`config.mk`:
```
export PLATFORM = sky130hd
export DESIGN_NAME = mcp_next_pc_unit
export DESIGN_NICKNAME = d
export VERILOG_FILES = /design/src/rtl/mcp_pkg.sv /design/src/rtl/mcp_ras.sv /design/src/rtl/mcp_next_pc_unit.sv
export SDC_FILE = /design/constraint.sdc
export NUM_CORES = 1
export LEC_CHECK = 0
export ABC_AREA = 0
export CAP_MARGIN = 20
export CORE_MARGIN = 1.5
export CORE_UTILIZATION = 51
export DETAILED_ROUTE_END_ITERATION = 6
export PLACE_DENSITY = 0.81
export SETUP_SLACK_MARGIN = 0.05
export SLEW_MARGIN = 0
export SYNTH_ARGS = -nofsm -noshare
export SYNTH_HDL_FRONTEND = slang
export SYNTH_HIERARCHICAL = 1
export SYNTH_SLANG_ARGS = --single-unit
```
`constraint.sdc`:
```
create_clock -name clk -period 3.8 [get_ports clk]
set_input_delay 0.95 -clock clk [delete_from_list [all_inputs] [get_ports clk]]
set_output_delay 0.95 -clock clk [all_outputs]
set_load 0.01 [all_outputs]
```
`src/rtl/mcp_pkg.sv`:
```
// Shared definitions for the multicycle MIPS next-PC unit.
// pc_src encodings, reset PC default, alignment mask and a saturating helper.
package mcp_pkg;

    typedef enum logic [1:0] {
        PC_SEQ = 2'd0,
        PC_BR  = 2'd1,
        PC_JMP = 2'd2,
        PC_JR  = 2'd3
    } pc_src_e;

    localparam logic [31:0] MCP_RESET_PC = 32'h0000_0000;
    localparam logic [31:0] ALIGN_MASK   = 32'hFFFF_FFFC;

    function automatic logic [15:0] sat_inc16(input logic [15:0] v);
        return (v == 16'hFFFF) ? v : v + 16'd1;
    endfunction

endpackage

```
`src/rtl/mcp_ras.sv`:
```
// Circular return-address stack with sticky overflow/underflow flags.
// Pop+push in one cycle replaces the top entry without moving the pointer.
module mcp_ras
    import mcp_pkg::*;
#(
    parameter int WL    = 32,
    parameter int DEPTH = 4
) (
    input  logic          clk,
    input  logic          rst_n,
    input  logic          push,
    input  logic          pop,
    input  logic          clr,
    input  logic [WL-1:0] din,
    output logic [WL-1:0] top,
    output logic          valid,
    output logic          ovf,
    output logic          unf
);

    localparam int PW = $clog2(DEPTH);
    localparam int CW = PW + 1;
    localparam logic [CW-1:0] FULL_CNT = CW'(DEPTH);

    logic [WL-1:0] mem [DEPTH];
    logic [PW-1:0] wp;
    logic [PW-1:0] tp;
    logic [CW-1:0] cnt;
    logic          empty;
    logic          full;
    logic          ovf_evt;
    logic          unf_evt;

    assign tp      = wp - PW'(1);
    assign empty   = (cnt == '0);
    assign full    = (cnt == FULL_CNT);
    assign valid   = !empty;
    assign top     = empty ? '0 : mem[tp];
    // A combined pop+push never grows the stack, so it cannot overflow.
    assign ovf_evt = push && !pop && full;
    assign unf_evt = pop && empty;

    always_ff @(posedge clk or negedge rst_n) begin
        if (!rst_n) begin
            wp  <= '0;
            cnt <= '0;
            for (int i = 0; i < DEPTH; i++) begin
                mem[i] <= '0;
            end
        end else begin
            if (push && pop && !empty) begin
                mem[tp] <= din;
            end else if (push) begin
                mem[wp] <= din;
                wp      <= wp + PW'(1);
                if (!full) begin
                    cnt <= cnt + CW'(1);
                end
            end else if (pop && !empty) begin
                wp  <= tp;
                cnt <= cnt - CW'(1);
            end
        end
    end

    always_ff @(posedge clk or negedge rst_n) begin
        if (!rst_n) begin
            ovf <= 1'b0;
            unf <= 1'b0;
        end else begin
            if (ovf_evt) begin
                ovf <= 1'b1;
            end else if (clr) begin
                ovf <= 1'b0;
            end
            if (unf_evt) begin
                unf <= 1'b1;
            end else if (clr) begin
                unf <= 1'b0;
            end
        end
    end

endmodule

```
`src/rtl/mcp_next_pc_unit.sv`:
```
// PC register, next-PC mux with jump splice, and RAS with JR hit reporting.
// Define MCP_JUMP_STATS_EN to add the jump_cnt/hit_cnt statistics outputs.
module mcp_next_pc_unit
    import mcp_pkg::*;
#(
    parameter int          WL       = 32,
    parameter int          UPPER_W  = 4,
    parameter int          SHIFT    = 2,
    parameter int          DEPTH    = 4,
    parameter logic [31:0] RESET_PC = MCP_RESET_PC
) (
    input  logic          clk,
    input  logic          rst_n,
    input  logic          pc_en,
    input  logic [1:0]    pc_src,
    input  logic [WL-1:0] seq_pc,
    input  logic [WL-1:0] branch_tgt,
    input  logic [WL-1:0] instr,
    input  logic [WL-1:0] jr_addr,
    input  logic          link,
    input  logic          ret,
    input  logic          clr_flags,
    output logic [WL-1:0] pc,
    output logic [WL-1:0] ras_top,
    output logic          ras_valid,
    output logic          ret_hit,
    output logic          ras_ovf,
    output logic          ras_unf,
    output logic          misalign
`ifdef MCP_JUMP_STATS_EN
    ,
    output logic [15:0]   jump_cnt,
    output logic [15:0]   hit_cnt
`endif
);

    logic [WL-1:0] upper_mask;
    logic [WL-1:0] amask;
    logic [WL-1:0] splice;
    logic [WL-1:0] next;
    logic          push;
    logic          pop;
    logic          mis_evt;
    logic          hit_d;

    assign upper_mask = ~({WL{1'b1}} >> UPPER_W);
    assign amask      = ALIGN_MASK[WL-1:0];

    // Index field shifted up; masking drops instr bits beyond the index width.
    assign splice = (seq_pc & upper_mask)
                  | ((instr << SHIFT) & ~upper_mask);

    always_comb begin
        next = seq_pc;
        unique case (pc_src)
            PC_SEQ: next = seq_pc;
            PC_BR:  next = branch_tgt;
            PC_JMP: next = splice;
            PC_JR:  next = jr_addr;
        endcase
    end

    assign push    = pc_en && link;
    assign pop     = pc_en && ret;
    assign mis_evt = pc_en && ((next & ~amask) != '0);
    assign hit_d   = pop && ras_valid && (ras_top == jr_addr);

    mcp_ras #(
        .WL    (WL),
        .DEPTH (DEPTH)
    ) u_ras (
        .clk   (clk),
        .rst_n (rst_n),
        .push  (push),
        .pop   (pop),
        .clr   (clr_flags),
        .din   (seq_pc),
        .top   (ras_top),
        .valid (ras_valid),
        .ovf   (ras_ovf),
        .unf   (ras_unf)
    );

    always_ff @(posedge clk or negedge rst_n) begin
        if (!rst_n) begin
            pc       <= RESET_PC[WL-1:0];
            ret_hit  <= 1'b0;
            misalign <= 1'b0;
        end else begin
            ret_hit <= hit_d;
            if (pc_en) begin
                pc <= next & amask;
            end
            if (mis_evt) begin
                misalign <= 1'b1;
            end else if (clr_flags) begin
                misalign <= 1'b0;
            end
        end
    end

`ifdef MCP_JUMP_STATS_EN
    always_ff @(posedge clk or negedge rst_n) begin
        if (!rst_n) begin
            jump_cnt <= '0;
            hit_cnt  <= '0;
        end else if (clr_flags) begin
            jump_cnt <= '0;
            hit_cnt  <= '0;
        end else begin
            if (pc_en && pc_src[1]) begin
                jump_cnt <= sat_inc16(jump_cnt);
            end
            if (ret_hit) begin
                hit_cnt <= sat_inc16(hit_cnt);
            end
        end
    end
`endif

endmodule

```
==> out/qor.yml <==
global_routing:
  grt_pass1_vias: 6395
  gr-total-overflow: 0
  grt_pass1_wl_um: 35800
  grt_usage: 0.259
  antenna_found_initial: 1
  grt_max_degree: 92
clock_tree:
  cts_tree: "yes"
  cts.path.max_buffers: 2
  clock_latency_ns: 0.42
  cts.sinks: 167
  htree_levels: 4
  path_clk_slew_ns: 0.06
  post_cts_resized: 0
  numCtsBuffers: 17
  root_buffer: "clkbuf_16"
  cts_hold_buf: 0
  cts_setup_buffers: 0
timing:
  skew_ns: 0.00666
  final_max_slew_viol_count: 0
  tightest_slew_ns: 0.914
  finalCritPeriodShare: 0.955
  setup_violations: 0
  fin_ws_ns: 0.170
  layout_min_cycle_time_ns: 3.63
  tns_ns: 0
  hold_violations: 0
  holdWs_ns: 0.484
  rsz0062_at_grt: "no"
  relSlewSlack: 0.390
  max_freq_mhz: 275
worst_hold_path:
  hold_class: "reg -> reg"
placed_design:
  dp_hpwl_um: 15900
  place_congestion: 0.766
  dpl_worst_slack_ns: 0.430
  portBuffers: 196
outcome:
  status: "finished, final reports clean"
yosys:
  postSynthCellCount: 580
  synth_fa_ha_area_frac: 0.00776
  syn_area_per_cell_um2: 15.6
  ys_ff_latch: 167
  synth-simple-area-share: 0.0487
  syn_area_mm2: 0.00902
  synthDistinctLibCells: 44
  ys_seq_area_frac: 0.463
  muxShareOfSynthArea: 0.373
  synth-compound-area-share: 0.0342
  synthXorXnorAreaFrac: 0.0330
  synth_top_family_by_area: "multiplexers"
  yosysWarnings: 6
setup_path:
  endpoint_kind: "output port"
  cp-start-kind: "register"
  critical_path_arrival_ns: 2.68
  path_max_fanout: 20
  crit_required_ns: 2.85
  critPathKind: "reg -> out"
  r2r_setup_slack_ns: 0.79
pwr:
  power_leakage_nw: 5.00
  power_density_mw_per_mm2: 843
  irDropWorstVdd_uv: 450
routing:
  drc_errors: 0
  vias: 5903
  routed_wl_um: 22800
  routed_via_density: 5.83
  avgRoutedWirePerCell_um: 22.6
  dr.pass1.iters: 5
  drt_iter0_markers: 299
  antenna_left: 0
floorplanning:
  die_width_um: 136
  core-area_mm2: 0.0173
  die_area_mm2: 0.0185
  boundaryPins: 205
  start_util: 0.522
  die_y_um: 136
  num_rows: 48
finish:
  seqCellArea_mm2: 0.00418
  fin_nets: 915
  areaGrowthSynthToFinish_pct: 29.8
  fillCellCount: 1151
  post_route_cells_drive_above_1_share: 0.337
  multi_input_area_mm2: 0.00449
  utilization: 0.677
run:
  cap_violations: 0
-- final timing paths --
check	from	end	cells after the start
worst max-delay path	u_ras/wp[1]$_DFFE_PN0P_	ras_top[25]	6
worst min register to register	pc[29]$_DFFE_PN0P_	pc[29]$_DFFE_PN0P_	1
worst min-delay path	pc[29]$_DFFE_PN0P_	pc[29]$_DFFE_PN0P_	1
max in group asynchronous	rst_n	pc[12]$_DFFE_PN0P_	2
min in group asynchronous	rst_n	pc[6]$_DFFE_PN0P_	1
worst max register to register	u_ras/wp[1]$_DFFE_PN0P_	ret_hit$_DFF_PN0_	9
-- state kept, by name, summed over array words and instances, names as in the netlist --
signal     count
ret_hit        1
pc            30
u_ras/ovf      1
u_ras/unf      1
misalign       1
u_ras/mem    128
u_ras/wp       2
u_ras/cnt      3
-- layout make-up --
type / instances / share of cell area
timing repair buffer: 216 / 0.181
inverter: 9 / 0.00288
sequential: 167 / 0.357
multi-input combinational: 363 / 0.383
clock inverter: 12 / 0.0128
tap: 225 / 0.0240
antenna: 1 / 0.000214
clock buffer: 19 / 0.0387
-- per-layer routing --
metal	share of wire	global-route usage	vias up	wire (um)
met3	0.046	0.0358	39	1040
li1	-	-	2529	-
met1	0.43	0.347	3134	9720
met2	0.50	0.433	201	11400
met5	0	0	-	0
met4	0.028	0.0946	0	644
-- worst max-delay path: stages, from the launching register on --
cell and delay, ns:
dfrtp_1 0.39, inv_1 0.08, ha_2 0.33, buf_4 0.32, mux4_2 0.27, nor2b_1 0.26
clkdlybuf4s50_1 0.60
-- logic make-up after synthesis --
group | after synthesis
XOR/XNOR | 34
buffers and inverters | 51
AND/OR/NAND/NOR | 75
flip-flops | 167
multiplexers | 216
AO/OA/AOI/OAI | 31
other | 1
adder cells (fa/ha/maj) | 5
-- synth_stat cells (all sizes together) --
cell	count	area (um^2)
a211oi	5	37.5
o22ai	3	18.8
or2	1	6.26
mux4	58	1330
a21o	4	30.0
mux2	154	1990
nand2b	8	50.1
nor2b	34	213
or4	1	7.51
mux2i	4	40.0
clkbuf	10	37.5
inv	8	30.0
nor2	10	37.5
o211ai	2	15.0
buf	32	288
a211o	1	8.76
nand3	4	20.0
xor2	16	140
conb	1	3.75
o221ai	4	105
xnor2	18	158
a221o	2	20.0
a31oi	2	12.5
dfrtp	167	4180
o21ba	1	10.0
ha	4	50.1
a21oi	3	15.0
nand2	3	11.3
clkinv	1	3.75
o31a	1	17.5
a22o	1	8.76
fa	1	20.0
o21ai	2	10.0
and2	2	12.5
nor3	4	31.3
nand4	4	25.0
nor4	4	25.0
-- stage by stage --
step / cells / power [W] / area [um^2]
6_report: 1012 / 0.00988 / 11700
5_1_grt: 1012 / 0.0103 / 11700
4_1_cts: 1011 / 0.00990 / 11700
3_5_place_dp: 980 / 0.00808 / 11100
2_1_floorplan: 581 / 0.00607 / 9030
3_3_place_gp: 980 / 0.00791 / 11100
-- power by group --
part / switching (W) / total, W / internal (W)
Combinational: 0.00216 / 0.00510 / 0.00294
Sequential: 0.000454 / 0.00300 / 0.00255
Clock: 0.000708 / 0.00177 / 0.00107
Total: 0.00332 / 0.00988 / 0.00655
-- layout by cell type (no fill, tap or decap), drive strengths merged, types with 3 or more instances in the layout --
cell / count
clkdlybuf4s50: 192
dfrtp: 167
mux2: 154
mux4: 58
nor2b: 34
buf: 24
clkbuf: 19
xnor2: 18
xor2: 16
nor2: 10
inv: 10
nand2b: 8
clkinv: 8
a211oi: 5
nand3: 4
nor4: 4
nand4: 4
mux2i: 4
a21o: 4
o221ai: 4
nor3: 4
ha: 4
a21oi: 3
o22ai: 3
bufinv: 3
nand2: 3
Power figures use the tool's default switching activity.
==> RTL edit: new RTL, same settings <==
Add an input register stage for `seq_pc`, `branch_tgt`, `instr`, `jr_addr`, `link` and `ret`, without a reset; this delays them by one clock. The other inputs are not delayed to match.
--- a/src/rtl/mcp_next_pc_unit.sv
+++ b/src/rtl/mcp_next_pc_unit.sv
@@ -36,2 +36,18 @@
 
+    logic [WL-1:0] seq_pc_q;
+    logic [WL-1:0] branch_tgt_q;
+    logic [WL-1:0] instr_q;
+    logic [WL-1:0] jr_addr_q;
+    logic link_q;
+    logic ret_q;
+
+    always_ff @(posedge clk) begin
+        seq_pc_q     <= seq_pc;
+        branch_tgt_q <= branch_tgt;
+        instr_q      <= instr;
+        jr_addr_q    <= jr_addr;
+        link_q       <= link;
+        ret_q        <= ret;
+    end
+
     logic [WL-1:0] upper_mask;
@@ -49,12 +65,12 @@
     // Index field shifted up; masking drops instr bits beyond the index width.
-    assign splice = (seq_pc & upper_mask)
-                  | ((instr << SHIFT) & ~upper_mask);
+    assign splice = (seq_pc_q & upper_mask)
+                  | ((instr_q << SHIFT) & ~upper_mask);
 
     always_comb begin
-        next = seq_pc;
+        next = seq_pc_q;
         unique case (pc_src)
-            PC_SEQ: next = seq_pc;
-            PC_BR:  next = branch_tgt;
+            PC_SEQ: next = seq_pc_q;
+            PC_BR:  next = branch_tgt_q;
             PC_JMP: next = splice;
-            PC_JR:  next = jr_addr;
+            PC_JR:  next = jr_addr_q;
         endcase
@@ -62,6 +78,6 @@
 
-    assign push    = pc_en && link;
-    assign pop     = pc_en && ret;
+    assign push    = pc_en && link_q;
+    assign pop     = pc_en && ret_q;
     assign mis_evt = pc_en && ((next & ~amask) != '0);
-    assign hit_d   = pop && ras_valid && (ras_top == jr_addr);
+    assign hit_d   = pop && ras_valid && (ras_top == jr_addr_q);
 
@@ -76,3 +92,3 @@
         .clr   (clr_flags),
-        .din   (seq_pc),
+        .din   (seq_pc_q),
         .top   (ras_top),
Function: changed (Yosys sat finds a counterexample within 4 cycles, from zero or initial values and one cycle with rst_n low).
==> RTL edit against the original RTL <==
- cell count rose by 20%
- synthesized cell count rose by 21%
- worst setup slack got worse by 10 ps
- power rose by 26%
- critical path depth did not move
- the run now ends with design-rule violations left
- die area rose by 27%
- area after synthesis rose by 28%
- design area rose by 25%
- fmax fell by 0.28%
- sequential cell count rose by 124
- first-iteration DRC count fell by 10%
- wire length rose by 13%
- sequential share of layout area rose by 9.6 points
==> RTL edit: results (changes against the original RTL) <==
status finished, violations left; failing checks design-rule violations; worst-margin pin slew 982.8 ps (+68.48 ps); Yosys cell types 45 (+2.3%); H-Tree Depth 1 (-3); switching part of the total 30.78% (-2.9 points); clock buffer depth 3 (+1); Final #Nets 1,050 (+15%); VDD IR max 0.6015 mV (+34%); clock latency on the worst-skew pair 550 ps (+130 ps); Critical Path AT 2690 ps (about the same); share of the yosys chip area belonging to registers 57.89% (+12 points); dpl cell area 13,630 µm² (+23%); Gate power share 41.1% (-11 points); 1st-iter DRT viols 268 (-10%); Min-Delay Path Class in -> async; P_leak 6.265 nW (+25%); dpl cells 1,157 (+18%); synth top area cells dfrtp_1 (36%), dfxtp_1 (22%), mux4_2 (10%), mux2_4 (9.0%), mux2_2 (7.8%); met2 Resource Use GR 36.71% (-6.6 points); number of buffers created by CTS 30 (+13); M1 WL 11,440 µm (+18%); hpwl dp 17,240 µm (+8.2%); global-route wire length before repair 40,370 µm (+13%); # fillers 1,519 (+32%); Adder-Cell Fraction of Synth Area 0.6090% (-0.17 points); ys async rst share 57.39% (-43 points); gp weighted congestion 0.7719 (+0.84%); met3 wire len 1526 µm (+47%); Multi-input gate area 4524 µm² (+0.72%); 1st-pass router iterations 7 (+2); via count 6,546 (+11%); Routed WL 25,800 µm (+13%); sw power 3.846 mW (+16%); DRC Markers 14 (+14); # resized after CTS 5 (+5); layout cells sized above 1 31.51% (-2.2 points); Vias/cell 5.397 (-7.5%); Mapped Cells 704 (+21%); initial antenna violation count 0 (-1); slowest cell delay on critical path 510 ps (-90 ps); pre-CTS setup slack 416.2 ps (-13.86 ps); post-synthesis compound-gate area fraction 2.686% (-0.74 points)
RTL edit: worst paths after layout:
| kind | from | end | slack (ps) |
|---|---|---|---|
| setup / recovery | u_ras/wp[1]$_DFFE_PN0P_ | ras_top[4] | 160 |
| hold / removal | rst_n | pc[24]$_DFFE_PN0P_ | 400 |
| setup reg to reg | u_ras/wp[1]$_DFFE_PN0P_ | ret_hit$_DFF_PN0_ | 840 |
| hold reg to reg | pc[30]$_DFFE_PN0P_ | pc[30]$_DFFE_PN0P_ | 480 |
| max in group asynchronous | rst_n | u_ras/mem[36]$_DFFE_PN0P_ | 2540 |
| min in group clk | pc[30]$_DFFE_PN0P_ | pc[30]$_DFFE_PN0P_ | 480 |
RTL edit: cell type report:
class                           instances  area share, %
Clock buffer                           36          5.532
Clock inverter                         20          1.404
Inverter                                9         0.2298
Multi-Input combinational cell        363          30.78
Sequential cell                       291          45.32
Tap cell                              280          2.383
Timing Repair Buffer                  214          14.35
